### config.mk
export PLATFORM = sky130hd
export DESIGN_NAME = bcd_operand_entry_flat
export DESIGN_NICKNAME = d
export VERILOG_FILES = /design/src/rtl/calc_pkg.sv /design/src/rtl/bcd_operand_entry_if.sv /design/src/rtl/bcd_operand_entry_digit_shifter.sv /design/src/rtl/bcd_operand_entry.sv /design/src/flat_wrapper.sv
export SDC_FILE = /design/constraint.sdc
export NUM_CORES = 1
export LEC_CHECK = 0
export CAP_MARGIN = 20
export CORE_MARGIN = 1.5
export CORE_UTILIZATION = 53
export DETAILED_ROUTE_END_ITERATION = 7
export DONT_BUFFER_PORTS = 1
export PLACE_DENSITY = 0.68
export SLEW_MARGIN = 30
export SYNTH_ARGS = -nofsm -noshare
export SYNTH_HDL_FRONTEND = slang
export SYNTH_SLANG_ARGS = --single-unit
export TNS_END_PERCENT = 5
### constraint.sdc
create_clock -name clk -period 2.8 [get_ports clk]
set_clock_uncertainty 0.05 [all_clocks]
set_input_delay 0.42 -clock clk [delete_from_list [all_inputs] [get_ports clk]]
set_output_delay 0.42 -clock clk [all_outputs]
set_load 0.01 [all_outputs]
### src/rtl/calc_pkg.sv
`default_nettype none
// ============================================================================
//  Module   : calc_pkg
//  Brief    : Shared calculator constants: key codes, entry FSM states,
//             digit-shifter operations and ALU operation codes.
//  Revision : 1.0  initial release
// ============================================================================
package calc_pkg;

  // Keypad codes above the digit range
  localparam logic [3:0] KEY_SIGN   = 4'd10;
  localparam logic [3:0] KEY_BACK   = 4'd11;
  localparam logic [3:0] KEY_CLEAR  = 4'd12;
  localparam logic [3:0] KEY_COMMIT = 4'd13;

  // Operand entry FSM encoding
  localparam logic [1:0] ST_EMPTY = 2'd0;
  localparam logic [1:0] ST_ENTRY = 2'd1;
  localparam logic [1:0] ST_FULL  = 2'd2;
  localparam logic [1:0] ST_HOLD  = 2'd3;

  // Digit shifter operations
  localparam logic [1:0] SH_KEEP = 2'd0;
  localparam logic [1:0] SH_ZERO = 2'd1;
  localparam logic [1:0] SH_INS  = 2'd2;
  localparam logic [1:0] SH_SHR  = 2'd3;

  // ALU operation codes shared with the arithmetic unit
  typedef enum logic [2:0] {
    SUM = 3'd0,
    SUB = 3'd1,
    MUL = 3'd2,
    DIV = 3'd3,
    EXP = 3'd4
  } alu_op_e;

endpackage : calc_pkg
`default_nettype wire

### src/rtl/bcd_operand_entry_if.sv
`default_nettype none
// ============================================================================
//  Module   : bcd_operand_entry_if
//  Brief    : Key-event input, live display and committed-operand handshake
//             bundle of the BCD operand entry block.
//  Revision : 1.0  initial release
// ============================================================================
interface bcd_operand_entry_if #(
  parameter int DIGIT_NUM = 8
);
  localparam int CW = $clog2(DIGIT_NUM + 1);

  logic                   key_valid;
  logic [3:0]             key_code;
  logic                   key_ready;
  logic                   key_err;
  logic [4*DIGIT_NUM-1:0] entry_value;
  logic                   entry_sign;
  logic [CW-1:0]          entry_count;
  logic [4*DIGIT_NUM-1:0] out_operand;
  logic                   out_sign;
  logic                   out_valid;
  logic                   out_ready;

  // Key source / operand consumer side
  modport master (
    output key_valid, key_code, out_ready,
    input  key_ready, key_err, entry_value, entry_sign, entry_count,
           out_operand, out_sign, out_valid
  );

  // Operand entry block side
  modport slave (
    input  key_valid, key_code, out_ready,
    output key_ready, key_err, entry_value, entry_sign, entry_count,
           out_operand, out_sign, out_valid
  );
endinterface : bcd_operand_entry_if
`default_nettype wire

### src/rtl/bcd_operand_entry_digit_shifter.sv
`default_nettype none
// ============================================================================
//  Module   : bcd_digit_shifter
//  Brief    : DIGIT_NUM-nibble working register with load-zero,
//             shift-left-insert (new LS digit) and shift-right operations.
//  Revision : 1.0  initial release
// ============================================================================
module bcd_digit_shifter
  import calc_pkg::*;
#(
  parameter int DIGIT_NUM = 8
) (
  input  wire logic                   clk,
  input  wire logic                   rst_n,
  input  wire logic [1:0]             op,
  input  wire logic [3:0]             digit,
  output logic      [4*DIGIT_NUM-1:0] value
);
  localparam int W = 4 * DIGIT_NUM;

  logic [W-1:0] value_d;
  logic [W-1:0] value_q;

  // Next register contents for the requested operation
  always_comb begin
    value_d = value_q;
    case (op)
      SH_ZERO: value_d = '0;
      SH_INS:  value_d = {value_q[W-5:0], digit};
      SH_SHR:  value_d = {4'h0, value_q[W-1:4]};
      default: value_d = value_q;
    endcase
  end

  // Nibble register
  always_ff @(posedge clk or negedge rst_n) begin
    if (!rst_n) value_q <= '0;
    else        value_q <= value_d;
  end

  assign value = value_q;

endmodule : bcd_digit_shifter
`default_nettype wire

### src/rtl/bcd_operand_entry.sv
`default_nettype none
// ============================================================================
//  Module   : bcd_operand_entry
//  Brief    : Builds a signed-magnitude BCD operand from key events and hands
//             it to the ALU staging over a valid/ready handshake.
//  Revision : 1.0  initial release
// ============================================================================
module bcd_operand_entry
  import calc_pkg::*;
#(
  parameter int DIGIT_NUM = 8
) (
  input  wire logic         clk,
  input  wire logic         rst_n,
  bcd_operand_entry_if.slave bus
);
  localparam int W  = 4 * DIGIT_NUM;
  localparam int CW = $clog2(DIGIT_NUM + 1);
  localparam logic [CW-1:0] C_COUNT_FULL = CW'(DIGIT_NUM);
  localparam logic [CW-1:0] C_COUNT_ONE  = CW'(1);

  logic [1:0]    state_d,       state_q;
  logic [CW-1:0] count_d,       count_q;
  logic          sign_d,        sign_q;
  logic [W-1:0]  out_operand_d, out_operand_q;
  logic          out_sign_d,    out_sign_q;
  logic          out_valid_d,   out_valid_q;
  logic          key_err_d,     key_err_q;

  logic [1:0]    sh_op;
  logic [W-1:0]  value;
  logic          key_accept;

  bcd_digit_shifter #(.DIGIT_NUM(DIGIT_NUM)) u_shifter (
    .clk   (clk),
    .rst_n (rst_n),
    .op    (sh_op),
    .digit (bus.key_code),
    .value (value)
  );

  // No key is taken while a committed operand waits for the ALU
  assign key_accept = bus.key_valid & ~out_valid_q;

  // Key decode, entry FSM and output handshake
  always_comb begin
    state_d       = state_q;
    count_d       = count_q;
    sign_d        = sign_q;
    out_operand_d = out_operand_q;
    out_sign_d    = out_sign_q;
    out_valid_d   = out_valid_q;
    key_err_d     = 1'b0;
    sh_op         = SH_KEEP;

    if (out_valid_q) begin
      if (bus.out_ready) begin
        out_valid_d = 1'b0;
        state_d     = ST_EMPTY;
      end
    end else if (key_accept) begin
      if (bus.key_code < KEY_SIGN) begin
        if (count_q == C_COUNT_FULL) begin
          key_err_d = 1'b1;
        end else if (!((count_q == '0) && (bus.key_code == 4'd0))) begin
          // Leading zeros are swallowed so count tracks significant digits
          sh_op   = SH_INS;
          count_d = count_q + C_COUNT_ONE;
          state_d = (count_d == C_COUNT_FULL) ? ST_FULL : ST_ENTRY;
        end
      end else begin
        case (bus.key_code)
          KEY_SIGN: sign_d = ~sign_q;
          KEY_BACK: begin
            if (count_q == '0) begin
              key_err_d = 1'b1;
            end else begin
              sh_op   = SH_SHR;
              count_d = count_q - C_COUNT_ONE;
              if (count_q == C_COUNT_ONE) begin
                sign_d  = 1'b0;
                state_d = ST_EMPTY;
              end else begin
                state_d = ST_ENTRY;
              end
            end
          end
          KEY_CLEAR: begin
            sh_op   = SH_ZERO;
            count_d = '0;
            sign_d  = 1'b0;
            state_d = ST_EMPTY;
          end
          KEY_COMMIT: begin
            // Zero magnitude is always emitted positive
            out_operand_d = value;
            out_sign_d    = sign_q & (count_q != '0);
            out_valid_d   = 1'b1;
            sh_op         = SH_ZERO;
            count_d       = '0;
            sign_d        = 1'b0;
            state_d       = ST_HOLD;
          end
          default: key_err_d = 1'b1;
        endcase
      end
    end
  end

  // Control and output registers
  always_ff @(posedge clk or negedge rst_n) begin
    if (!rst_n) begin
      state_q       <= ST_EMPTY;
      count_q       <= '0;
      sign_q        <= 1'b0;
      out_operand_q <= '0;
      out_sign_q    <= 1'b0;
      out_valid_q   <= 1'b0;
      key_err_q     <= 1'b0;
    end else begin
      state_q       <= state_d;
      count_q       <= count_d;
      sign_q        <= sign_d;
      out_operand_q <= out_operand_d;
      out_sign_q    <= out_sign_d;
      out_valid_q   <= out_valid_d;
      key_err_q     <= key_err_d;
    end
  end

  assign bus.key_ready   = ~out_valid_q;
  assign bus.key_err     = key_err_q;
  assign bus.entry_value = value;
  assign bus.entry_sign  = sign_q;
  assign bus.entry_count = count_q;
  assign bus.out_operand = out_operand_q;
  assign bus.out_sign    = out_sign_q;
  assign bus.out_valid   = out_valid_q;

endmodule : bcd_operand_entry
`default_nettype wire

### src/flat_wrapper.sv
// flat-port wrapper written by rule: the top's interface ports become plain ports
module bcd_operand_entry_flat import calc_pkg::*;
#(
  parameter int DIGIT_NUM = 8
)
  (clk, rst_n, bus_key_valid, bus_key_code, bus_out_ready, bus_key_ready, bus_key_err, bus_entry_value, bus_entry_sign, bus_entry_count, bus_out_operand, bus_out_sign, bus_out_valid);
  bcd_operand_entry_if #(.DIGIT_NUM(DIGIT_NUM)) bus_i ();
  input  wire logic clk;
  input  wire logic rst_n;
  input wire logic [$bits(bus_i.key_valid)-1:0] bus_key_valid;
  input wire logic [$bits(bus_i.key_code)-1:0] bus_key_code;
  input wire logic [$bits(bus_i.out_ready)-1:0] bus_out_ready;
  output wire logic [$bits(bus_i.key_ready)-1:0] bus_key_ready;
  output wire logic [$bits(bus_i.key_err)-1:0] bus_key_err;
  output wire logic [$bits(bus_i.entry_value)-1:0] bus_entry_value;
  output wire logic [$bits(bus_i.entry_sign)-1:0] bus_entry_sign;
  output wire logic [$bits(bus_i.entry_count)-1:0] bus_entry_count;
  output wire logic [$bits(bus_i.out_operand)-1:0] bus_out_operand;
  output wire logic [$bits(bus_i.out_sign)-1:0] bus_out_sign;
  output wire logic [$bits(bus_i.out_valid)-1:0] bus_out_valid;
  assign bus_i.key_valid = bus_key_valid;
  assign bus_i.key_code = bus_key_code;
  assign bus_i.out_ready = bus_out_ready;
  assign bus_key_ready = bus_i.key_ready;
  assign bus_key_err = bus_i.key_err;
  assign bus_entry_value = bus_i.entry_value;
  assign bus_entry_sign = bus_i.entry_sign;
  assign bus_entry_count = bus_i.entry_count;
  assign bus_out_operand = bus_i.out_operand;
  assign bus_out_sign = bus_i.out_sign;
  assign bus_out_valid = bus_i.out_valid;
  bcd_operand_entry #(.DIGIT_NUM(DIGIT_NUM)) u_core (.clk(clk), .rst_n(rst_n), .bus(bus_i));
endmodule
# Word level (Yosys, flattened, before mapping)
# Cells that the tools add are included.
# W data, S select, Z words.
word_totals:
  ff_bits: 72
  inputBits: 8
  elab_cells: 68
classes:
  add_sub_neg: 2
  n_lt_le_gt_ge: 1
  n_eq_ne: 14
  n_mux: 27
  n_bitwise: 5
  n_reduce_logical: 12
ops:
  columns: ["operator", "count"]
  rows:
  - ["$pmux W32 S3", 1]
  - ["$eq A4 B4 Y1 const B", 5]
  - ["$mux W4", 4]
  - ["$mux W1", 12]
  - ["$mux W2", 6]
  - ["$reduce_and A6 Y1", 2]
  - ["$reduce_bool A3 Y1", 3]
  - ["$logic_not A4 Y1", 2]
  - ["$pmux W4 S2", 1]
  - ["$ne A2 B2 Y1 const B", 3]
  - ["$add A4 B1 Y4 const B", 1]
  - ["$eq A2 B2 Y1 const B", 2]
  - ["$eq A4 B1 Y1 const B", 1]
  - ["$lt A4 B4 Y1 const B", 1]
  - ["$pmux W2 S2", 1]
  - ["$reduce_and A4 Y1", 1]
  - ["$reduce_bool A4 Y1", 1]
  - ["$sub A4 B1 Y4 const B", 1]
  - ["$ne A3 B2 Y1 const B", 1]
  - ["$not A1 Y1", 3]
  - ["$pmux W1 S3", 1]
  - ["$reduce_or A3 Y1", 1]
  - ["$and A1 B1 Y1", 2]
  - ["$eq A2 B1 Y1 const B", 1]
  - ["other kinds (4)", 4]

# Logic depth before layout (Yosys ltp)
logic_depth:
  word_depth: 9
  mapped_depth: 9
  ltp_nobuf: 7

# Hierarchy
# A second synthesis with hierarchy kept.
unflattened:
  hier_cells: 274
  hier_area_um2: 3656.0
modules_own_cells:
  columns: ["mod", "instances", "cells_each", "area_per_inst_um2", "seq_area_each_um2"]
  rows:
  - ["bcd_operand_entry", 1, 143, 2006.9, 1001.0]
  - ["bcd_digit_shifter", 1, 131, 1649.1, 800.8]

# Worst setup path after synthesis
# No wires, ideal clock.
synth_timing:
  path_kind: "register to register"
  start: "register u_core.count_q[0] (netlist: u_core.bus.entry_count[0])"
  end: "register u_core.u_shifter.value_q[3] (netlist: u_core.u_shifter.value[3])"
  setup_ps: 122
  t_arrival_ps: 1851
  t_required_ps: 2628
  path_slack_ps: 778
  path_stages_with_launch: 9
  n_path_buf: 1
  path_cell_list: "dfrtp_1 -> inv_1 -> ha_1 -> nor3b_2 -> nor2_2 -> o21ai_2 -> buf_6 -> or3_1 -> a32o_1"
synth_via:
  elab_chain_cells: 9
synth_lines:
  columns: ["element", "line_no", "source"]
  rows:
  - ["start, declared", "bcd_operand_entry.sv:23", "logic [CW-1:0] count_d, count_q;"]
  - ["start signal, assigned", "bcd_operand_entry.sv:122", "count_q <= count_d;"]
  - ["$logic_not A4 Y1", "bcd_operand_entry.sv:65, bcd_operand_entry.sv:75", null]
  - ["$logic_and A1 B1 Y1", "bcd_operand_entry.sv:65", "end else if (!((count_q == '0) && (bus.key_code == 4'd0))) begin"]
  - ["$mux W2", "bcd_operand_entry.sv:65", null]
  - ["$mux W2", "bcd_operand_entry.sv:63", "if (count_q == C_COUNT_FULL) begin"]
  - ["$mux W2 *", "bcd_operand_entry.sv:62", "if (bus.key_code < KEY_SIGN) begin"]
  - ["$mux W2 *", "bcd_operand_entry.sv:61", "end else if (key_accept) begin"]
  - ["$mux W2 *", "bcd_operand_entry.sv:56", "if (out_valid_q) begin"]
  - ["$eq A2 B2 Y1 or $eq A2 B1 Y1 (tied branches)", "bcd_operand_entry_digit_shifter.sv:27", "case (op)"]
  - ["$pmux W32 S3 or $reduce_bool A3 Y1 (tied branches)", null, null]
  - ["end signal, assigned", "bcd_operand_entry_digit_shifter.sv:38", "else value_q <= value_d;"]
  - ["end, declared", "bcd_operand_entry_digit_shifter.sv:22", "logic [W-1:0] value_q;"]
# Every way passes the cells marked *; elsewhere a longest branch is shown, timed or not.
# A chain may end at the register's enable or synchronous reset.

# Worst setup path after layout
layout_timing:
  start: "register u_core.count_q[1] (netlist: u_core.bus.entry_count[1])"
  end: "register u_core.u_shifter.value_q[28] (netlist: u_core.u_shifter.value[28])"
# Same word-level chain as after synthesis.

==> metrics <==
CTS Sinks=72; number of max-cap violations=0; unrepaired setup endpoints after global routing=false; Syn Area/Cell=11.7 sq um; PD cells=1040 mW/mm^2; Die ar.=0.00682 sq mm; Worst VDD drop=618 uV; Syn Nets=299; Yosys top cell by area=dfrtp_1; final core utilization=60.0%; layout cells sized above 1=20.9%; sequential area share after synthesis=53.7%; Initial Util=55.7%; HPWL Detailed=4490 microns; Final Max Slew Viols=0; vias in the first global route=2084; Max Freq=0.432 GHz; Total Routed Length=7020 microns; row count=28; Post-Syn Area=0.00336 sq mm; CTS clk-pin slew, worst paths=80 ps; Synth Area in Compound Gates=12.2%; DRT Pass-1 Iters=4; crit path launch=u_core.bus.entry_count[1]; Hold-fix buffers, CTS=2; gpl congestion=0.868; Crit path required time=3030 ps; CP Capture Type=flip-flop; startpoint types=flip-flop; Synth Warn #=0; Distinct cells, synth=46; fin crit share=82.6%; post-CTS sizing=0; Layout Nets=298; outcome=complete, no violations; DR vias=2208; ANT cells=0; routed wl met2=3280 microns; Crit Reg-Reg Startpoint=u_core.bus.entry_count[1]; asr flop ratio synth=100%; gr ovfl total=0; Lkg Pwr=0.00181 uW; final hold vios=0; Tot GR Track Use=21.8%; crit-path max FO=26; post-synthesis mux area share=18.2%; Core Box Area=0.00603 sq mm; most frequent cells after synthesis=72 x dfrtp_1, 34 x nand2_1, 33 x mux2_2; H-tree depth=3; Synth Area in Simple Gates=10.3%; initial antenna violation count=0; Setup CP Type=flip-flop to flip-flop; top cell type's share of synthesized area=53.7%; Worst Hold Launch=bus_out_ready; global-route wire length before repair=10900 microns; WP data arrival=2550 ps; Mapped Cells=288; area growth from synthesis to layout=7.83%; adder-cell share of the synthesized area=1.12%; Die Span Y=82.6 microns; drt drc=0; main combinational cell family by area after synthesis=multiplexers; maximum clock insertion buffer count=2; wire length per cell=19.1 microns; synth top area cells=dfrtp_1 54%, mux2_2 11%, mux2i_1 7.2%; Synth Area in XOR/XNOR=0%; Seq cells post-synth=72; Main synth FF type=dfrtp_1; uppermost routed layer=met4; Antenna Violating Nets Remaining=0; Sum Neg Setup Slack=0 ps; Via density=6.02; crit path time final=2310 ps; Die Width=82.6 microns; Post-synth EDFFs=0; Post-CTS Setup Bufs=0; largest net degree at the start of global routing=73; DR iter-0 viols=96; met3 wire length=574 microns; clk_lat worst skew=350 ps; CTS tree=built; wl on met1=3100 microns; most frequent cell after synthesis=dfrtp_1; Inserted Clock Buffers=9; Root Driver=clkbuf_8; io pins=81; worst min path class=input port to flip-flop; IO Port Bufs=0; Slew headroom=60.4%; setup violators final=0; Slew @ Worst Pin=588 ps
==> area by class of cell <==
class	instances	area [sq um]
multi-input combinational	192	1410
clock inverter	5	53.8
timing repair buffer	7	87.6
fill	492	2410
inverter	5	18.8
clock buffer	11	151
tap	75	93.8
sequential	72	1800
==> per-stage QoR <==
step | power, uW | cells | hold WS (ps) | instance area (sq um) | worst slack [ps]
2_1_floorplan | 2670 | 288 | 74.4 | 3360 | 778
3_3_place_gp | 2890 | 349 | 76.0 | 3380 | 543
3_5_place_dp | 2940 | 349 | 76.1 | 3380 | 509
4_1_cts | 3820 | 367 | 98.0 | 3620 | 494
5_1_grt | 4030 | 367 | 88.6 | 3620 | 293
6_report | 3780 | 367 | 106 | 3620 | 486
==> placed cells by master (no fill, tap or decap), types with 4 or more instances in the layout <==
cell / count
dfrtp_1: 72
nand2_1: 34
mux2_2: 33
o21ai_0: 27
mux2i_1: 24
clkbuf_8: 11
o21ai_1: 10
nor2_1: 9
a21oi_1: 6
inv_1: 5
nor2b_1: 5
a22o_1: 4
buf_4: 4
==> path summary, 6_finish.rpt <==
check                                              to  slack (ps)  depth (start not counted)
max                        u_core.u_shifter.value[28]         490                          8
min reg2reg                 u_core.bus.out_operand[3]         530                          1
min                              u_core.bus.out_valid         110                          1
max reg2reg                u_core.u_shifter.value[28]         490                          8
min in group asynchronous   u_core.bus.entry_count[3]         560                          2
max in group asynchronous  u_core.bus.out_operand[15]        1840                          2
==> kinds of logic (layout without fill, tap and decap cells) <==
logic type | Yosys count | after routing
flip-flops | 72 | 72
AO/OA/AOI/OAI | 66 | 66
AND/OR/NAND/NOR | 66 | 66
multiplexers | 57 | 57
buffers and inverters | 24 | 28
adder cells (fa/ha/maj) | 3 | 3
==> power by group <==
| part | leakage, uW | internal, uW | switching (uW) |
|---|---|---|---|
| clock | 0.000109 | 459 | 395 |
| sequential | 0.000941 | 1460 | 722 |
| combinational | 0.000756 | 399 | 344 |
| total | 0.00181 | 2320 | 1460 |
==> sequential cells by signal, summed over array words and instances (netlist names) <==
register,count
u_core.bus.entry_count,4
u_core.bus.entry_sign,1
u_core.u_shifter.value,32
u_core.bus.out_operand,32
u_core.bus.key_err,1
u_core.bus.out_valid,1
u_core.bus.out_sign,1
==> per-layer routing <==
metal,global-route usage (%),vias up
li1,-,1018
met1,29.2,1098
met2,31.7,83
met3,8.68,9
met4,8.50,0
met5,0,-
==> critical path: stages (launching register included) <==
cell and delay [ps]:
dfrtp_1 470, inv_1 130, ha_1 220, nor3b_2 330, nor2_2 110, o21ai_4 130
buf_4 390, nor2b_4 270, a22o_1 140
Note: power is estimated with default switching activity, not from simulation.
